==> src/rtl/pmem_line_responder.sv <==
// Bridges 256-bit cache line requests onto a 4-beat, 64-bit burst memory port.
// Reads assemble a line beat by beat; write-backs stream a latched line out beat by beat.
module pmem_line_responder (
  input  logic         clk,
  input  logic         rst,
  input  logic         pmem_read,
  input  logic         pmem_write,
  input  logic [31:0]  pmem_address,
  input  logic [255:0] pmem_wdata,
  output logic         pmem_resp,
  output logic [255:0] pmem_rdata,
  output logic         burst_read,
  output logic         burst_write,
  output logic [31:0]  burst_address,
  output logic [63:0]  burst_wdata,
  input  logic [63:0]  burst_rdata,
  input  logic         burst_resp,
  output logic [1:0]   fsm_state
);

  // Handshake: the cache holds pmem_read/pmem_write until a one-cycle pmem_resp and
  // drops it the cycle after. burst_read/burst_write stay high until the 4th burst_resp;
  // each burst_resp cycle moves exactly one beat, and burst_resp outside a burst is ignored.

  typedef enum logic [1:0] {
    IDLE  = 2'd0,
    READ  = 2'd1,
    WRITE = 2'd2,
    DONE  = 2'd3
  } state_t;

  state_t         state, next_state;
  logic [1:0]     k;
  logic [31:0]    addr_q;
  logic [255:0]   wline_q;
  logic [255:0]   rline_q;

  always_ff @(posedge clk or posedge rst) begin
    if (rst) state <= IDLE;
    else     state <= next_state;
  end

  always_comb begin
    next_state = state;
    case (state)
      IDLE: begin
        if (pmem_write)     next_state = WRITE;
        else if (pmem_read) next_state = READ;
      end
      READ:    if (burst_resp && k == 2'd3) next_state = DONE;
      WRITE:   if (burst_resp && k == 2'd3) next_state = DONE;
      DONE:    next_state = IDLE;
      default: next_state = IDLE;
    endcase
  end

  // The read line is only ever written by read beats, so it survives write-backs.
  always_ff @(posedge clk or posedge rst) begin
    if (rst) begin
      k       <= 2'd0;
      addr_q  <= 32'h0;
      wline_q <= 256'h0;
      rline_q <= 256'h0;
    end else begin
      case (state)
        IDLE: begin
          if (pmem_write) begin
            addr_q  <= pmem_address & 32'hFFFF_FFE0;
            wline_q <= pmem_wdata;
            k       <= 2'd0;
          end else if (pmem_read) begin
            addr_q <= pmem_address & 32'hFFFF_FFE0;
            k      <= 2'd0;
          end
        end
        READ: begin
          if (burst_resp) begin
            rline_q[{k, 6'b0} +: 64] <= burst_rdata;
            k <= k + 2'd1;
          end
        end
        WRITE: begin
          if (burst_resp) k <= k + 2'd1;
        end
        default: ;
      endcase
    end
  end

  always_comb begin
    burst_read    = (state == READ);
    burst_write   = (state == WRITE);
    pmem_resp     = (state == DONE);
    burst_address = (state == READ || state == WRITE) ? addr_q : 32'h0;
    burst_wdata   = (state == WRITE) ? wline_q[{k, 6'b0} +: 64] : 64'h0;
    pmem_rdata    = rline_q;
    fsm_state     = state;
  end

endmodule

==> config.mk <==
export PLATFORM = sky130hd
export DESIGN_NAME = pmem_line_responder
export DESIGN_NICKNAME = d
export VERILOG_FILES = /design/src/rtl/pmem_line_responder.sv
export SDC_FILE = /design/constraint.sdc
export NUM_CORES = 1
export LEC_CHECK = 0
export ABC_AREA = 1
export CAP_MARGIN = 25
export CELL_PAD_IN_SITES_DETAIL_PLACEMENT = 0
export CELL_PAD_IN_SITES_GLOBAL_PLACEMENT = 1
export CORE_AREA = 2 2 278 280
export CTS_CLUSTER_DIAMETER = 40
export DETAILED_ROUTE_END_ITERATION = 10
export DIE_AREA = 0 0 280 282
export PLACE_DENSITY = 0.76
export SLEW_MARGIN = 20
export SYNTH_ARGS = -nofsm -noshare
export SYNTH_HDL_FRONTEND = slang
export SYNTH_SLANG_ARGS = --single-unit
==> constraint.sdc <==
create_clock -name clk -period 21 [get_ports clk]
set_input_delay 3.15 -clock clk [delete_from_list [all_inputs] [get_ports clk]]
set_output_delay 3.15 -clock clk [all_outputs]
set_load 0.03 [all_outputs]
; Word level (Yosys, flattened, before mapping)
; Index checks and enable logic that the tools add are counted.
[word_totals]
in_bits = 357
regBits = 548
out_inout_bits = 357
[op_classes]
shifts = 3
n_mux = 13
reduce_logical = 11
n_eq_ne = 7
n_addsub = 2
[op_table]
columns = operator, count
row1 = bitwise mux 256 bit, 1
row2 = variable shift 64 x 10 -> 256 bit (first input constant), 1
row3 = indexed part select 256 x 9 -> 64 bit, 1
row4 = indexed part select 64 x 10 -> 256 bit, 1
row5 = two-way mux 32 bit, 3
row6 = two-way mux 64 bit, 1
row7 = two-way mux 2 bit, 6
row8 = negation 8 -> 10 bit, 1
row9 = AND reduction 2 bit, 4
row10 = equality test 2 bit (second input constant), 3
row11 = one-hot mux 2 bit (3 select lines), 1
row12 = != test 2 x 1 -> 1 bit (second input constant), 2
row13 = one-hot mux 2 bit (2 select lines), 1
row14 = nonzero test 2 bit, 2
row15 = != test 3 bit (second input constant), 1
row16 = AND reduction 3 bit, 1
row17 = adder 2 x 1 -> 2 bit (second input constant), 1
row18 = equality test 2 x 1 -> 1 bit (second input constant), 1
row19 = logical NOT 2 bit, 1
row20 = OR reduction 2 bit, 1
row21 = logical AND 1 bit, 1
row22 = logical OR 1 bit, 1

; Depth between registers and ports, before layout
; Gate-level depths: netlist of the first run.
[depth]
word_depth = 4
ltp_mapped = 11
ltp_nobuf = 8

; Worst setup path before layout of the first run
; Ideal clock, no wire load.
[synth_timing]
path_type = flip-flop to output port
from = register state[0] (netlist: fsm_state[0])
to = output port burst_wdata[10]
t_required_ns = 17.850
n_path_buf = 1
path_stages_with_launch = 6
setup_slack_ns = 15.991
arrival_ns = 1.859
path_cell_list = dfrtp_1 -> inv_1 -> ha_1 -> inv_2 -> clkbuf_1 -> a21oi_1
[synth_between]
elab_chain_cells = 2
[synth_rtl]
columns = item, line_no
row1 = from (decl), 32  ; state_t state, next_state;
row2 = from (signal assigned), 40  ; else state <= next_state;
row3 = equality test 2 bit, --
row4 = via burst_write, 13  ; output logic burst_write,
row5 = two-way mux 64 bit, 95  ; burst_wdata = (state == WRITE) ? wline_q[{k, 6'b0} +: 64] : 64'h0;
row6 = to (decl), 15  ; output logic [63:0] burst_wdata,
; The timed path passes the listed nets, and every way through them passes these cells.

; Final worst setup path of the first run
[layout_timing]
from = input port pmem_write
to = register wline_q[23]
[layout_between]
elab_chain_cells = 1
[layout_rtl]
columns = item, line_no
row1 = from (decl), 7  ; input logic pmem_write,
row2 = AND reduction 2 bit (no line), --
row3 = to (signal assigned), 69  ; wline_q <= pmem_wdata;
row4 = to (decl), 35  ; logic [255:0] wline_q;
; No other way between the ends.
; A chain may end at the register's enable or synchronous reset.

==> impl_metrics.toml, run 1 <==
[outcome]
status = "complete, no violations"

[finish]
drive_gt1_share_pct = 7.04
layout_common_cells = "nand2_1, clkdlybuf4s50_1, dfrtp_1, inv_1, nor2_1"
final_nets = 4130
finalInstanceArea_mm2 = 0.0361
final_common_cell = "nand2_1"
multi_input_area_mm2 = 0.00868
nFillCells = 7473
area_growth_pct = 44.8
fin_util_pct = 47.7
seq_area_mm2 = 0.0136

[route]
drtAntennaViolNets = 0
dr.pass1.iters = 5
drc = 0
wl_per_cell_um = 18.6
drt_iter0_markers = 1510
vias = 22400
wl_um = 90000
via_per_inst = 4.64

[grt]
grt_max_degree = 175
grt_overflow = 0
grt_pass1_wl_um = 135000
grt_usage_pct = 22.3
grt_pass1_vias = 21700
antenna_found_initial = 26

[worst_setup_path]
critPathLaunchType = "input port"
path_max_fanout = 138
cp_slowest_cell = "buf_4"
cp-end-kind = "flip-flop"
critPathMostFrequentCell = "buf_4"
critPathKind = "in2reg"
max_stage_delay_ns = 0.87
crit_chain = "clkdlybuf4s50_1 > nand2_8 > buf_4 > buf_4 > buf_4 > buf_4 > buf_16 > nor2_1 > a21oi_1"
cp.arrival_ns = 7.97
critPathRequiredTime_ns = 21.56

[power]
max-vdd-ir-drop_uv = 89.0
p_leak_nw = 18.2
power.density_mw_per_mm2 = 146
power.total_mw = 5.28

[clock_tree]
numCtsBuffers = 101
cts_hold_buffers = 0
cts_root_buf = "clkbuf_16"
post_cts_resized = 0
path_clk_slew_ns = 0.05
post_cts_buffers = 0
h-tree-depth = 3
clockBufferDepth = 3
cts_sinks = 543
clock_latency_ns = 0.65
cts_tree = "done"

[sta]
tightest_slew_ns = 1.12
slew_viol_final = 0
hold_violations = 0
setup_violations = 0
tns_ns = 0
fin_worst_skew_ns = 0.0268
min_period_ns = 7.41
slew_headroom_pct = 25.0
rsz0062_at_grt = "no"
fin_crit_sh_pct = 35.3
max_freq_mhz = 135

[synthesis]
synth.distinct_cells = 24
syn_inst = 3123
seq_area_frac_synth_pct = 54.5
syn_area_mm2 = 0.0249
syn_area_per_cell_um2 = 7.98
synth_warnings = 0
ys_ff_latch = 543

[floorplanning]
row_count = 101
ios = 714
initial_utilization_pct = 32.9
fp.dieH_um = 282
core-area_mm2 = 0.0757
die_x_um = 280
die-area_mm2 = 0.0790

[worst_hold_path]
hold_class = "reg2reg"

[job]
cap_violations = 0

[placed_design]
place_congestion = 0.868
portBuffers = 703
dpl.hpwl_um = 59200
postPlaceCellArea_mm2 = 0.0323
Yosys cell counts (all sizes together):
master | count | share of area, %
nand3 | 258 | 5.2
inv | 389 | 5.9
a21oi | 320 | 6.4
buf | 173 | 4.5
o21ai | 31 | 0.64
nand2 | 978 | 15
conb | 1 | 0.015
nor3 | 63 | 2.0
nor2 | 327 | 5.1
clkbuf | 30 | 0.45
ha | 10 | 0.50
dfrtp | 543 | 55
final timing paths:
| check | cells after the start | startpoint | slack (ns) | end |
|---|---|---|---|---|
| hold reg to reg | 2 | pmem_rdata[185]$_DFFE_PP0P_ | 0.47 | pmem_rdata[185]$_DFFE_PP0P_ |
| max in group asynchronous | 4 | rst | 15.88 | wline_q[153]$_DFFE_PP0P_ |
| setup reg to reg | 10 | fsm_state[0]$_DFFE_PP0P_ | 15.82 | wline_q[23]$_DFFE_PP0P_ |
| hold / removal | 2 | pmem_rdata[185]$_DFFE_PP0P_ | 0.47 | pmem_rdata[185]$_DFFE_PP0P_ |
| min in group asynchronous | 2 | rst | 3.07 | pmem_rdata[14]$_DFFE_PP0P_ |
| setup / recovery | 9 | pmem_write | 13.59 | wline_q[23]$_DFFE_PP0P_ |
registers in the layout (all words and copies together), names as in the netlist:
signal,flops
pmem_rdata,256
wline_q,256
addr_q,27
fsm_state,2
k,2
cell type report:
class / count / share of cell area (%)
Sequential cell: 543 / 37.7
Clock buffer: 125 / 7.67
Timing Repair Buffer: 736 / 20.4
Multi-Input combinational cell: 1992 / 24.1
Antenna cell: 10 / 0.0693
Tap cell: 978 / 3.39
Clock inverter: 63 / 2.67
Inverter: 389 / 4.09
kinds of logic (layout without fill, tap and decap cells):
| group | after synthesis | count (layout) | share of synthesized area (%) |
|---|---|---|---|
| flip-flops | 543 | 543 | 54.5 |
| AND/OR/NAND/NOR | 1626 | 1626 | 27.0 |
| other | 1 | 15 | 0.0150 |
| AO/OA/AOI/OAI | 351 | 351 | 7.06 |
| adder cells (fa/ha/maj) | 10 | 10 | 0.502 |
| buffers and inverters | 592 | 1313 | 10.9 |
through the flow:
stage               worst slack [ns]  std cells  hold slack, ns
global placement               12.74       4634           0.461
global route                   13.12       4832           0.489
floorplan                       2.67       3127           0.453
CTS                            13.40       4823           0.477
detailed placement             12.72       4635           0.464
finish                         13.59       4836           0.472
report_power, final:
part | leakage, nW | total, mW | switching (mW) | internal (mW)
clock network | 1.79 | 1.76 | 0.592 | 1.17
logic | 9.67 | 2.00 | 1.32 | 0.682
registers | 6.70 | 1.51 | 0.125 | 1.39
worst max-delay path: cells and delay by family:
family / cells / cell delay [ns]
buffers and inverters: 6 / 3.74
AND/OR/NAND/NOR: 2 / 0.67
AO/OA/AOI/OAI: 1 / 0.13
per-layer routing:
layer | GRT usage, % | part of all wire, % | wire length (µm) | vias up
li1 | - | - | - | 10900
met1 | 27.2 | 40 | 36300 | 10600
met2 | 36.8 | 48 | 43100 | 705
met3 | 7.58 | 8.5 | 7640 | 171
met4 | 7.86 | 3.1 | 2760 | 32
met5 | 0 | 0.22 | 201 | -
(Power assumes the default switching activity.)
==> run 2, diff against run 1 <==
==> constraint.sdc (replaced) <==
create_clock -name clk -period 6.9 [get_ports clk]
set_input_delay 1.035 -clock clk [delete_from_list [all_inputs] [get_ports clk]]
set_output_delay 1.035 -clock clk [all_outputs]
set_load 0.03 [all_outputs]
==> impl_metrics.toml, run 2 (synthesis results as in run 1) <==
[outcome]
status = "complete, no violations"

[power]
combPwrFrac_pct = 38.0
max-vdd-ir-drop_uv = 191
p_int_mw = 9.78
switching_share_pct = 38.6
power.density_mw_per_mm2 = 443
seq_power_share_pct = 29.1
power_frac_clock_pct = 32.9
switching_power_mw = 6.15
p_leak_nw = 18.1

[sta]
min_period_ns = 4.76
max_freq_mhz = 210
setup_violations = 0
tightest_slew_ns = 1.12
rsz0062_at_grt = "no"
hold_violations = 0
fin_crit_sh_pct = 69.0
slew_viol_final = 0
fin_worst_skew_ns = 0.0459
slew_headroom_pct = 25.0

[clock_tree]
path_clk_slew_ns = 0.05
post_cts_buffers = 0
cts_hold_buffers = 0
post_cts_resized = 0
cts_tree = "done"
clockBufferDepth = 3
cts_root_buf = "clkbuf_16"
clock_latency_ns = 0.64
numCtsBuffers = 100
cts_sinks = 543
h-tree-depth = 3

[worst_setup_path]
critPathRequiredTime_ns = 5.86
cp.arrival_ns = 3.73
path_max_fanout = 132
cp_slowest_cell = "dfrtp_4"
crit_family = "buffers and inverters"
crit_buf_inv = 2
max_stage_delay_ns = 0.94
critPathLaunchType = "flip-flop"
crit_chain = "inv_8 > nand2_1 > nand3_1 > a21oi_1 > clkdlybuf4s50_1"
r2r_cells = 7
cp-end-kind = "output pin"
critPathKind = "reg2out"
crit_cells = 5

[route]
drc = 0
via_per_inst = 4.62
dr.pass1.iters = 5
drtAntennaViolNets = 0
wl_um = 88100
wl_per_cell_um = 18.2
drt_iter0_markers = 1384
vias = 22300

[floorplanning]
ios = 714
die_x_um = 280
initial_utilization_pct = 32.9
row_count = 101
die-area_mm2 = 0.0790
core-area_mm2 = 0.0757
fp.dieH_um = 282

[finish]
fin_util_pct = 47.5
nFillCells = 7476
final_common_cell = "nand2_1"
final_nets = 4128
layout_common_cells = "nand2_1, clkdlybuf4s50_1, dfrtp_1, inv_1, nor2_1"
finalInstanceArea_mm2 = 0.0360
drive_gt1_share_pct = 6.87
area_growth_pct = 44.3

[placed_design]
place_congestion = 0.836
portBuffers = 703
postPlaceCellArea_mm2 = 0.0323
dpl.hpwl_um = 58800

[worst_hold_path]
holdPathStages = 2
hold_class = "reg2reg"

[grt]
grt_usage_pct = 21.9
grt_max_degree = 182
grt_overflow = 0
grt_pass1_wl_um = 134000
antenna_found_initial = 28
grt_pass1_vias = 21800

[job]
cap_violations = 0
-- run 2: changes by cell type in the layout (fill, tap and decap cells not counted) --
cell	change
buf_16	-3
clkbuf_8	-3
clkbuf_1	+1
clkinv_8	-1
inv_6	+2
clkinv_16	-1
clkinvlp_4	-3
inv_8	-1
clkinv_4	+2
clkbuf_16	-2
buf_12	+5
diode_2	-3
buf_4	-3
inv_16	+1
-- run 2: power by group through the flow --
stage	sequential [mW]	combinational, mW	clock (mW)
CTS	4.64	6.14	5.34
detailed placement	4.69	6.12	0
finish	4.64	6.05	5.24
floorplan	5.07	3.61	0
global placement	4.66	6.03	0
global route	4.75	6.66	5.50
-- run 2: tightest hold or removal path, stage by stage, from the launching register on --
cell and delay [ns]:
dfrtp_1 0.33, nand2_1 0.05, nand2_1 0.05
-- run 2: layout make-up --
type                            instances  area (µm²)  area share [%]
Timing Repair Buffer                  735        7360            20.5
Inverter                              389        1470            4.09
Multi-Input combinational cell       1992        8680            24.1
Clock inverter                         62         942            2.62
Antenna cell                            7        17.5          0.0487
Sequential cell                       543       13600            37.8
Clock buffer                          121        2680            7.45
Tap cell                              978        1220            3.40
-- run 2: worst paths after layout --
kind	from	to	slack, ns
max	k[0]$_DFFE_PP0P_	burst_wdata[38]	2.14
min	pmem_rdata[163]$_DFFE_PP0P_	pmem_rdata[163]$_DFFE_PP0P_	0.47
max reg2reg	k[0]$_DFFE_PP0P_	pmem_rdata[70]$_DFFE_PP0P_	2.67
min reg2reg	pmem_rdata[163]$_DFFE_PP0P_	pmem_rdata[163]$_DFFE_PP0P_	0.47
max in group asynchronous	rst	wline_q[78]$_DFFE_PP0P_	4.55
min in group asynchronous	rst	pmem_rdata[18]$_DFFE_PP0P_	0.75
-- run 2: layer usage --
layer  vias up  track usage [%]  share of wire, %
met2       705             36.9                48
met4        44             6.24               2.1
met5         -                0              0.32
met1     10500             26.5                40
li1      10900                -                 -
met3       160             7.81               8.8
-- run 2: metrics by stage --
step	TNS [ns]	setup WS [ns]	cells	hold WS [ns]	total power, mW
detailed placement	0	2.44	4637	0.464	10.8
finish	0	2.14	4827	0.473	15.9
global placement	0	2.50	4634	0.461	10.7
floorplan	-825.87	-1.52	3127	0.453	8.68
CTS	0	2.01	4820	0.477	16.1
global route	0	1.88	4824	0.491	16.9
